$ cat config.mk
export PLATFORM = sky130hd
export DESIGN_NAME = alu_seq16
export DESIGN_NICKNAME = d
export VERILOG_FILES = /design/src/rtl/alu_seq16.sv
export SDC_FILE = /design/constraint.sdc
export NUM_CORES = 1
export LEC_CHECK = 0
export BUFFER_PORTS_ARGS = -buffer_cell sky130_fd_sc_hd__clkbuf_2
export CORE_ASPECT_RATIO = 0.75
export CORE_UTILIZATION = 40
export CTS_CLUSTER_SIZE = 14
export DETAILED_ROUTE_END_ITERATION = 16
export GPL_TIMING_DRIVEN = 0
export HOLD_SLACK_MARGIN = 0.02
export SETUP_SLACK_MARGIN = 0.5
export SYNTH_ARGS = -nofsm -noshare
export SYNTH_HDL_FRONTEND = slang
export SYNTH_SLANG_ARGS = --single-unit
$ cat constraint.sdc
create_clock -name CLK -period 2 [get_ports CLK]
set_input_delay 0.4 -clock CLK [delete_from_list [all_inputs] [get_ports CLK]]
set_output_delay 0.4 -clock CLK [all_outputs]
set_load 0.005 [all_outputs]
$ cat src/rtl/alu_seq16.sv
// alu_seq16: multi-cycle sequencer that runs 16-bit ADD/SUB/SHL/CMP on an
// external 8-bit ALU as a low-byte pass followed by a carry-chained high pass.
//
// Ports:
//   CLK, reset            clock (rising edge), synchronous active-high reset
//   start, cmd            request pulse and opcode (00 ADD, 01 SUB, 10 SHL, 11 CMP)
//   op_a, op_b            16-bit operands (op_b ignored for SHL)
//   busy, done            busy in LO/HI; done pulses one cycle with the result
//   result, co, z, neg    registered 16-bit result and aggregated flags
//   alu_op/ci/acc/a       registered drive to the ALU (kADD while working, kCLR otherwise)
//   alu_res, alu_co       combinational ALU result and carry-out

package alu_seq16_pkg;

    // ALU opcodes used by the sequencer.
    localparam logic [3:0] kCLR = 4'h0;
    localparam logic [3:0] kADD = 4'h1;

    typedef enum logic [1:0] {
        CMD_ADD = 2'b00,
        CMD_SUB = 2'b01,
        CMD_SHL = 2'b10,
        CMD_CMP = 2'b11
    } cmd_e;

endpackage

module alu_seq16
    import alu_seq16_pkg::*;
#(
    parameter int unsigned W = 8
) (
    input  logic           CLK,
    input  logic           reset,
    input  logic           start,
    input  logic [1:0]     cmd,
    input  logic [2*W-1:0] op_a,
    input  logic [2*W-1:0] op_b,
    output logic           busy,
    output logic           done,
    output logic [2*W-1:0] result,
    output logic           co,
    output logic           z,
    output logic           neg,
    output logic [3:0]     alu_op,
    output logic           alu_ci,
    output logic [W-1:0]   alu_acc,
    output logic [W-1:0]   alu_a,
    input  logic [W-1:0]   alu_res,
    input  logic           alu_co
);

    typedef enum logic [1:0] {
        S_IDLE = 2'b00,
        S_LO   = 2'b01,
        S_HI   = 2'b10,
        S_DONE = 2'b11
    } state_e;

    state_e         state_q;
    state_e         state_d;
    cmd_e           cmd_q;
    logic [W-1:0]   a_hi_q;
    logic [W-1:0]   b_hi_q;
    logic [W-1:0]   lo_q;

    logic           accept;
    logic [3:0]     alu_op_d;
    logic           alu_ci_d;
    logic [W-1:0]   alu_acc_d;
    logic [W-1:0]   alu_a_d;

    // Next state plus the ALU drive for the state being entered, so the
    // ALU-facing outputs come straight from flops. The low pass is fed from
    // the live inputs (they are only guaranteed at the start edge); the high
    // pass takes its carry-in directly from the low pass carry-out.
    always_comb begin
        state_d   = state_q;
        accept    = 1'b0;
        alu_op_d  = kCLR;
        alu_ci_d  = 1'b0;
        alu_acc_d = '0;
        alu_a_d   = '0;

        case (state_q)
            S_IDLE: begin
                if (start) begin
                    accept  = 1'b1;
                    state_d = S_LO;
                end
            end
            S_LO:   state_d = S_HI;
            S_HI:   state_d = S_DONE;
            S_DONE: begin
                accept  = start;
                state_d = start ? S_LO : S_IDLE;
            end
        endcase

        if (accept) begin
            alu_op_d  = kADD;
            alu_acc_d = op_a[W-1:0];
            case (cmd_e'(cmd))
                CMD_ADD: alu_a_d = op_b[W-1:0];
                CMD_SUB,
                CMD_CMP: begin
                    alu_a_d  = ~op_b[W-1:0];
                    alu_ci_d = 1'b1;
                end
                CMD_SHL: alu_a_d = op_a[W-1:0];
            endcase
        end else if (state_q == S_LO) begin
            alu_op_d  = kADD;
            alu_acc_d = a_hi_q;
            alu_ci_d  = alu_co;
            case (cmd_q)
                CMD_ADD: alu_a_d = b_hi_q;
                CMD_SUB,
                CMD_CMP: alu_a_d = ~b_hi_q;
                CMD_SHL: alu_a_d = a_hi_q;
            endcase
        end
    end

    // State, operand latch, low-byte capture and result/flag registers.
    always_ff @(posedge CLK) begin
        if (reset) begin
            state_q <= S_IDLE;
            cmd_q   <= CMD_ADD;
            a_hi_q  <= '0;
            b_hi_q  <= '0;
            lo_q    <= '0;
            busy    <= 1'b0;
            done    <= 1'b0;
            result  <= '0;
            co      <= 1'b0;
            z       <= 1'b0;
            neg     <= 1'b0;
            alu_op  <= kCLR;
            alu_ci  <= 1'b0;
            alu_acc <= '0;
            alu_a   <= '0;
        end else begin
            state_q <= state_d;
            busy    <= (state_d == S_LO) || (state_d == S_HI);
            done    <= (state_d == S_DONE);
            alu_op  <= alu_op_d;
            alu_ci  <= alu_ci_d;
            alu_acc <= alu_acc_d;
            alu_a   <= alu_a_d;

            if (accept) begin
                cmd_q  <= cmd_e'(cmd);
                a_hi_q <= op_a[2*W-1:W];
                b_hi_q <= op_b[2*W-1:W];
            end

            if (state_q == S_LO) begin
                lo_q <= alu_res;
            end

            if (state_q == S_HI) begin
                co  <= alu_co;
                neg <= alu_res[W-1];
                z   <= (alu_res == '0) && (lo_q == '0);
                // CMP updates flags only.
                if (cmd_q != CMD_CMP) begin
                    result <= {alu_res, lo_q};
                end
            end
        end
    end

endmodule

==> out/metrics.csv, run 1 <==
metric,value,unit
worstSetupStartpoint,state_q[1]$_SDFF_PP0_,
finalCriticalPeriod,1440,ps
synth.area.top_cells,"dfxtp_1 (47%), nand2_1 (12%), a21oi_1 (9.2%)",
grt_setup_unrepaired,true,
htreeDepth,3,
io_pins,88,
netlist_area,0.00284,sq mm
skew,8.95,ps
r2r_start,state_q[1]$_SDFF_PP0_,
finalSetupViolations,0,
dieArea,0.00743,sq mm
fillers,653,
critPathCapture,alu_a[4]$_SDFF_PP0_,
status,"complete, no violations",
dr_total_vias,2640,
yosys.area.top_type,dfxtp_1,
cp_data_required_time,2270,ps
timing_hold_violations_final,0,
hpwl,5460,microns
diodes,0,
fmax,0.693,GHz
ys_ff_latch,67,
clkTransAtPathRegs,80,ps
cts.path.max_buffers,2,
grtUsageTotal,21.5,%
cts_tree,built,
grt_pass1_vias,2362,
start_kind,register,
slew_headroom,56.3,%
slowest_delay,340,ps
p_leak,1.59,nW
drcViolationCount,0,
critPathCaptureType,register,
hold_buffers,0,
synthToLayoutAreaGrowth,33.0,%
worst_pin_slew,656,ps
portBuffers,82,
peakVddDrop,0.000461,V
reg2regPathDepth,7,
mostFrequentLayoutCell,nand2_1,
fin_tns_setup,0,ps
finalMaxSlewViolations,0,
drtAntennaViolNets,0,
worstPathCellList,inv_1 > ha_4 > nand2b_4 > buf_8 > buf_4 > o2111ai_1 > a21oi_1,
place.gp.congestion,0.803,
antenna_found_initial,0,
avgRoutedWirePerCell,15.2,microns
core,0.00683,sq mm
period_share,72.1,%
synth_top_area_share,47.3,%
drt-total-wl,7970,microns
synth_cells,330,
grt_pass1_wl,12100,microns
clock_latency,350,ps
cts_root_buf,clkbuf_8,
synth-seq-area-share,47.3,%
vias_per_cell,5.04,
initial_core_util,41.5,%
critPathTopFamily,buffers and inverters,
worst-path-stages,7,
grt_max_degree,13,
avgSynthCellArea,8.59,sq um
yosysUniqueCellTypes,29,
drt_iter0_markers,178,
die_y,74.9,microns
cts_buffers,9,
dr.pass1.iters,4,
r2r_setup_slack,560,ps
drive_gt1_share,36.1,%
die_w,99.2,microns
critPathKind,register to register,
clock-sinks,67,
core.rowCount,26,
synth_warnings,0,
mostFrequentLayoutCells,"nand2_1 (93), clkbuf_2 (83), dfxtp_1 (65)",
overflow,0,
drv_cap,0,
crit_slowest_cell,dfxtp_2,
fin_nets,485,
arrival,1710,ps
powerDensity,1370,mW/mm^2
r2r-end,alu_a[4]$_SDFF_PP0_,
fin_util,55.2,%
timing.critical_path.buf_inv,3,
path_max_fanout,7,
min_path_type,input pin to register,
## where the power goes
part / switching (mW) / internal (mW)
combinational: 1.04 / 1.00
clock: 0.549 / 0.735
sequential: 0.187 / 1.64
## routing by layer
metal  track usage (%)  up-vias  share of wire [%]
met3              5.20       12                6.9
met1              31.5     1218                 51
met2              30.4       85                 41
li1                  -     1325                  -
met4              8.17        0                1.1
met5                 0        -                  0
## synthesized netlist by cell type
cell type / number
ha_1: 4
a211oi_1: 1
a21boi_4: 1
a21oi_1: 52
nand3_1: 10
a21bo_4: 1
clkbuf_1: 5
o32ai_1: 1
nand2_1: 93
buf_4: 11
o21ai_0: 1
buf_1: 1
buf_6: 3
inv_1: 3
clkbuf_2: 1
mux2i_1: 10
dfxtp_1: 67
nor2_1: 12
nor4_1: 4
nand2b_1: 1
nor2b_1: 3
buf_2: 9
o211ai_1: 8
nor3b_1: 1
conb_1: 1
mux2_2: 16
o2111ai_1: 8
or3_1: 1
nor3_1: 1
## metrics by stage
step | instance area, sq um | setup slack [ps] | std cells | hold WS, ps | power (mW)
after floorplan | 2840 | 553 | 332 | 444 | 2.94
after global placement | 3360 | 399 | 498 | 443 | 3.45
after detailed placement | 3360 | 392 | 498 | 449 | 3.48
after CTS | 3640 | 492 | 517 | 248 | 4.90
after global routing | 3770 | 463 | 524 | 267 | 5.42
final | 3770 | 558 | 524 | 264 | 5.15
## cells by family (layout without fill, tap and decap cells)
group	after synthesis	count (layout)	synth area share, %
AND/OR/NAND/NOR	126	126	18.1
AO/OA/AOI/OAI	73	73	15.8
flip-flops	67	67	47.3
buffers and inverters	33	141	7.06
multiplexers	26	26	9.89
adder cells (fa/ha/maj)	4	4	1.77
other	1	3	0.132
## how the worst min path moves through the flow
stage                                       start                      end  cells past startpoint
after global placement    result[11]$_SDFFE_PP0P_  result[11]$_SDFFE_PP0P_                      2
after CTS                                op_a[15]   a_hi_q[7]$_SDFFE_PP0P_                      3
after detailed placement  result[13]$_SDFFE_PP0P_  result[13]$_SDFFE_PP0P_                      2
after floorplan              lo_q[7]$_SDFFE_PP0P_   result[7]$_SDFFE_PP0P_                      2
final                                    op_a[15]   a_hi_q[7]$_SDFFE_PP0P_                      3
after global routing                     op_a[15]   a_hi_q[7]$_SDFFE_PP0P_                      3
## what timing repair did
item,in CTS,in global routing
setup buffers,2,5
cloned,1,2
gates resized for setup,10,19
setup endpoints to repair,36,37
pin swaps,1,3
## tightest hold or removal path: stages
cell,delay (ps)
clkbuf_2,80
nand2_1,40
a21oi_1,50
## registers in the layout (all words and copies together) (netlist names)
| register | count |
|---|---|
| busy | 1 |
| co | 1 |
| lo_q | 8 |
| result | 16 |
| done | 1 |
| alu_a | 8 |
| z | 1 |
| alu_ci | 1 |
| b_hi_q | 8 |
| alu_op | 1 |
| a_hi_q | 8 |
| alu_acc | 8 |
| state_q | 2 |
| neg | 1 |
| cmd_q | 2 |
## layout make-up
type                            instances  area (sq um)  share of cell area, %
Inverter                                3          11.3                  0.299
Sequential cell                        67          1340                   35.6
Clock inverter                          6          88.8                   2.36
Tap cell                               84           105                   2.79
Buffer                                 30           236                   6.27
Timing Repair Buffer                   92           507                   13.4
Clock buffer                           10           138                   3.65
Multi-Input combinational cell        232          1340                   35.5
Power figures use the tool's default switching activity.
==> run 2, diff against run 1 <==
clock period = 1.4 ns   (was 2 ns; I/O delays follow)
==> out/metrics.csv, run 2 (same netlist as run 1, synthesis figures left out) <==
metric,value,unit,change
r2r-end,alu_a[7]$_SDFF_PP0_,,was alu_a[4]$_SDFF_PP0_
hpwl,5500,microns,was 5460 microns
drive_gt1_share,56.4,%,was 36.1%
clock-sinks,67,,unchanged
overflow,0,,unchanged
status,finished with violations,,"was complete, no violations"
drt-total-wl,8590,microns,was 7970 microns
cts_tree,built,,unchanged
grt_pass1_wl,12500,microns,was 12100 microns
netSwitchingPower,2.96,mW,was 1.77 mW
timing_hold_violations_final,0,,unchanged
dieArea,0.00743,sq mm,unchanged
avgRoutedWirePerCell,16.0,microns,was 15.2 microns
peakVddDrop,0.000686,V,was 0.000461 V
grt_setup_unrepaired,true,,unchanged
cellInternalPower,5.48,mW,was 3.37 mW
grt_max_degree,11,,was 13
initial_core_util,41.5,%,unchanged
fillers,572,,was 653
p_leak,1.77,nW,was 1.59 nW
drt_iter0_markers,197,,was 178
grtUsageTotal,22.4,%,was 21.5%
cts.path.max_buffers,2,,unchanged
r2r_setup_slack,-50,ps,was 560 ps
finalMaxSlewViolations,0,,unchanged
critPathCaptureType,register,,unchanged
finalCriticalPeriod,1450,ps,was 1440 ps
cts_buffers,9,,unchanged
mostFrequentLayoutCell,nand2_1,,unchanged
skew,5.76,ps,was 8.95 ps
powerDensity,1940,mW/mm^2,was 1370 mW/mm^2
crit_slowest_cell,dfxtp_2,,unchanged
swShare,35.1,%,was 34.4%
critPathKind,register to register,,unchanged
core.rowCount,26,,unchanged
slowest_delay,350,ps,was 340 ps
arrival,1720,ps,was 1710 ps
clkTransAtPathRegs,70,ps,was 80 ps
worstSetupStartpoint,state_q[1]$_SDFF_PP0_,,unchanged
fmax,0.692,GHz,was 0.693 GHz
slew_headroom,48.9,%,was 56.3%
htreeDepth,3,,unchanged
setup_ws,-45.6,ps,was 558 ps
seqPwrFrac,31.7,%,was 35.5%
mostFrequentLayoutCells,"nand2_1 (78), clkbuf_2 (73), dfxtp_1 (34)",,"was nand2_1 (93), clkbuf_2 (83), dfxtp_1 (65)"
cp_data_required_time,1670,ps,was 2270 ps
antenna_found_initial,0,,unchanged
diodes,0,,unchanged
critPathCapture,alu_a[7]$_SDFF_PP0_,,was alu_a[4]$_SDFF_PP0_
dr.pass1.iters,4,,unchanged
core,0.00683,sq mm,unchanged
power,8.44,mW,was 5.15 mW
period_share,103,%,was 72.1%
clkPwrFrac,19.1,%,was 24.9%
holdWs,167,ps,was 264 ps
synthToLayoutAreaGrowth,53.5,%,was 33.0%
clock_latency,340,ps,was 350 ps
fin_nets,498,,was 485
reg2regPathDepth,7,,unchanged
largest_reg_flops,16,,unchanged
die_y,74.9,microns,unchanged
start_kind,register,,unchanged
portBuffers,82,,unchanged
io_pins,88,,unchanged
worst_pin_slew,766,ps,was 656 ps
min_path_type,input pin to register,,unchanged
r2r_start,state_q[1]$_SDFF_PP0_,,unchanged
place_ws,-77.3,ps,was 392 ps
combPwrFrac,49.2,%,was 39.6%
place.gp.congestion,0.760,,was 0.803
finalSetupViolations,10,,was 0
dr_total_vias,2758,,was 2640
drtAntennaViolNets,0,,unchanged
largest-register,result,,unchanged
violations,setup timing,,
drv_cap,0,,unchanged
worstPathCellList,inv_2 > ha_4 > nand2b_4 > buf_12 > buf_8 > o2111ai_4 > a21oi_2,,was inv_1 > ha_4 > nand2b_4 > buf_8 > buf_4 > o2111ai_1 > a21oi_1
drcViolationCount,0,,unchanged
vias_per_cell,5.15,,was 5.04
path_max_fanout,8,,was 7
grt_pass1_vias,2448,,was 2362
cts_root_buf,clkbuf_8,,unchanged
die_w,99.2,microns,unchanged
-- run 2: changes by cell type in the layout (fill, tap and decap cells not counted), sizes merged --
cell | previous run | this run
buf | 32 | 54
bufbuf | 0 | 1
bufinv | 2 | 1
clkbuf | 100 | 93
clkinv | 2 | 1
clkinvlp | 2 | 0
-- run 2: final cells by class --
| class | count | area (sq um) | area share (%) |
|---|---|---|---|
| clock buffer | 13 | 159 | 3.65 |
| sequential | 67 | 1380 | 31.8 |
| tap | 84 | 105 | 2.42 |
| timing repair buffer | 105 | 736 | 16.9 |
| clock inverter | 2 | 35.0 | 0.805 |
| buffer | 30 | 284 | 6.53 |
| inverter | 3 | 11.3 | 0.259 |
| multi-input combinational | 232 | 1640 | 37.7 |
-- run 2: power by group through the flow --
stage | Combinational [mW] | Clock, mW | Sequential [mW]
after floorplan | 1.85 | 0 | 2.60
after global placement | 2.56 | 0 | 2.65
after detailed placement | 2.60 | 0 | 2.65
after CTS | 3.44 | 1.62 | 2.62
after global routing | 4.43 | 1.73 | 2.72
final | 4.16 | 1.61 | 2.67
-- run 2: what timing repair did --
item / CTS / global route
pin swaps: 6 / 19
endpoints found under the setup margin: 105 / 106
cloned: 5 / 3
hold buffers: 0 / 0
buffers inserted: 11 / 4
gates resized for setup: 47 / 85
-- run 2: worst max-delay path: cells and delay by family, from the launching register on --
kind | cells | cell delay (ps)
flops | 1 | 350
buf+inv | 3 | 330
fa+ha+maj | 1 | 290
compound gates | 2 | 270
simple gates | 1 | 130
-- run 2: worst min path at each step --
stage,startpoint,endpoint,cells after the start
CTS,op_b[11],b_hi_q[3]$_SDFFE_PP0P_,3
floorplan,reset,done$_SDFF_PP0_,1
finish,op_b[10],b_hi_q[2]$_SDFFE_PP0P_,3
global placement,result[11]$_SDFFE_PP0P_,result[11]$_SDFFE_PP0P_,2
detailed placement,result[0]$_SDFFE_PP0P_,result[0]$_SDFFE_PP0P_,2
global route,op_b[11],b_hi_q[3]$_SDFFE_PP0P_,3
-- run 2: metal layers --
layer / vias up / track usage (%) / share of wire, %
met5: - / 0 / 0
met4: 0 / 7.03 / 1.4
met3: 13 / 6.04 / 5.5
met2: 83 / 32.0 / 43
met1: 1307 / 32.8 / 50
li1: 1355 / - / -
-- run 2: metrics by stage --
stage	setup TNS, ps	instances	cell area, sq um	utilization (%)
after CTS	0	529	3970	58.1
after global placement	-152	498	3450	50.5
after detailed placement	-232	498	3450	50.5
final	-293	536	4350	63.7
after global routing	-2100	536	4350	63.7
after floorplan	0	332	2930	-
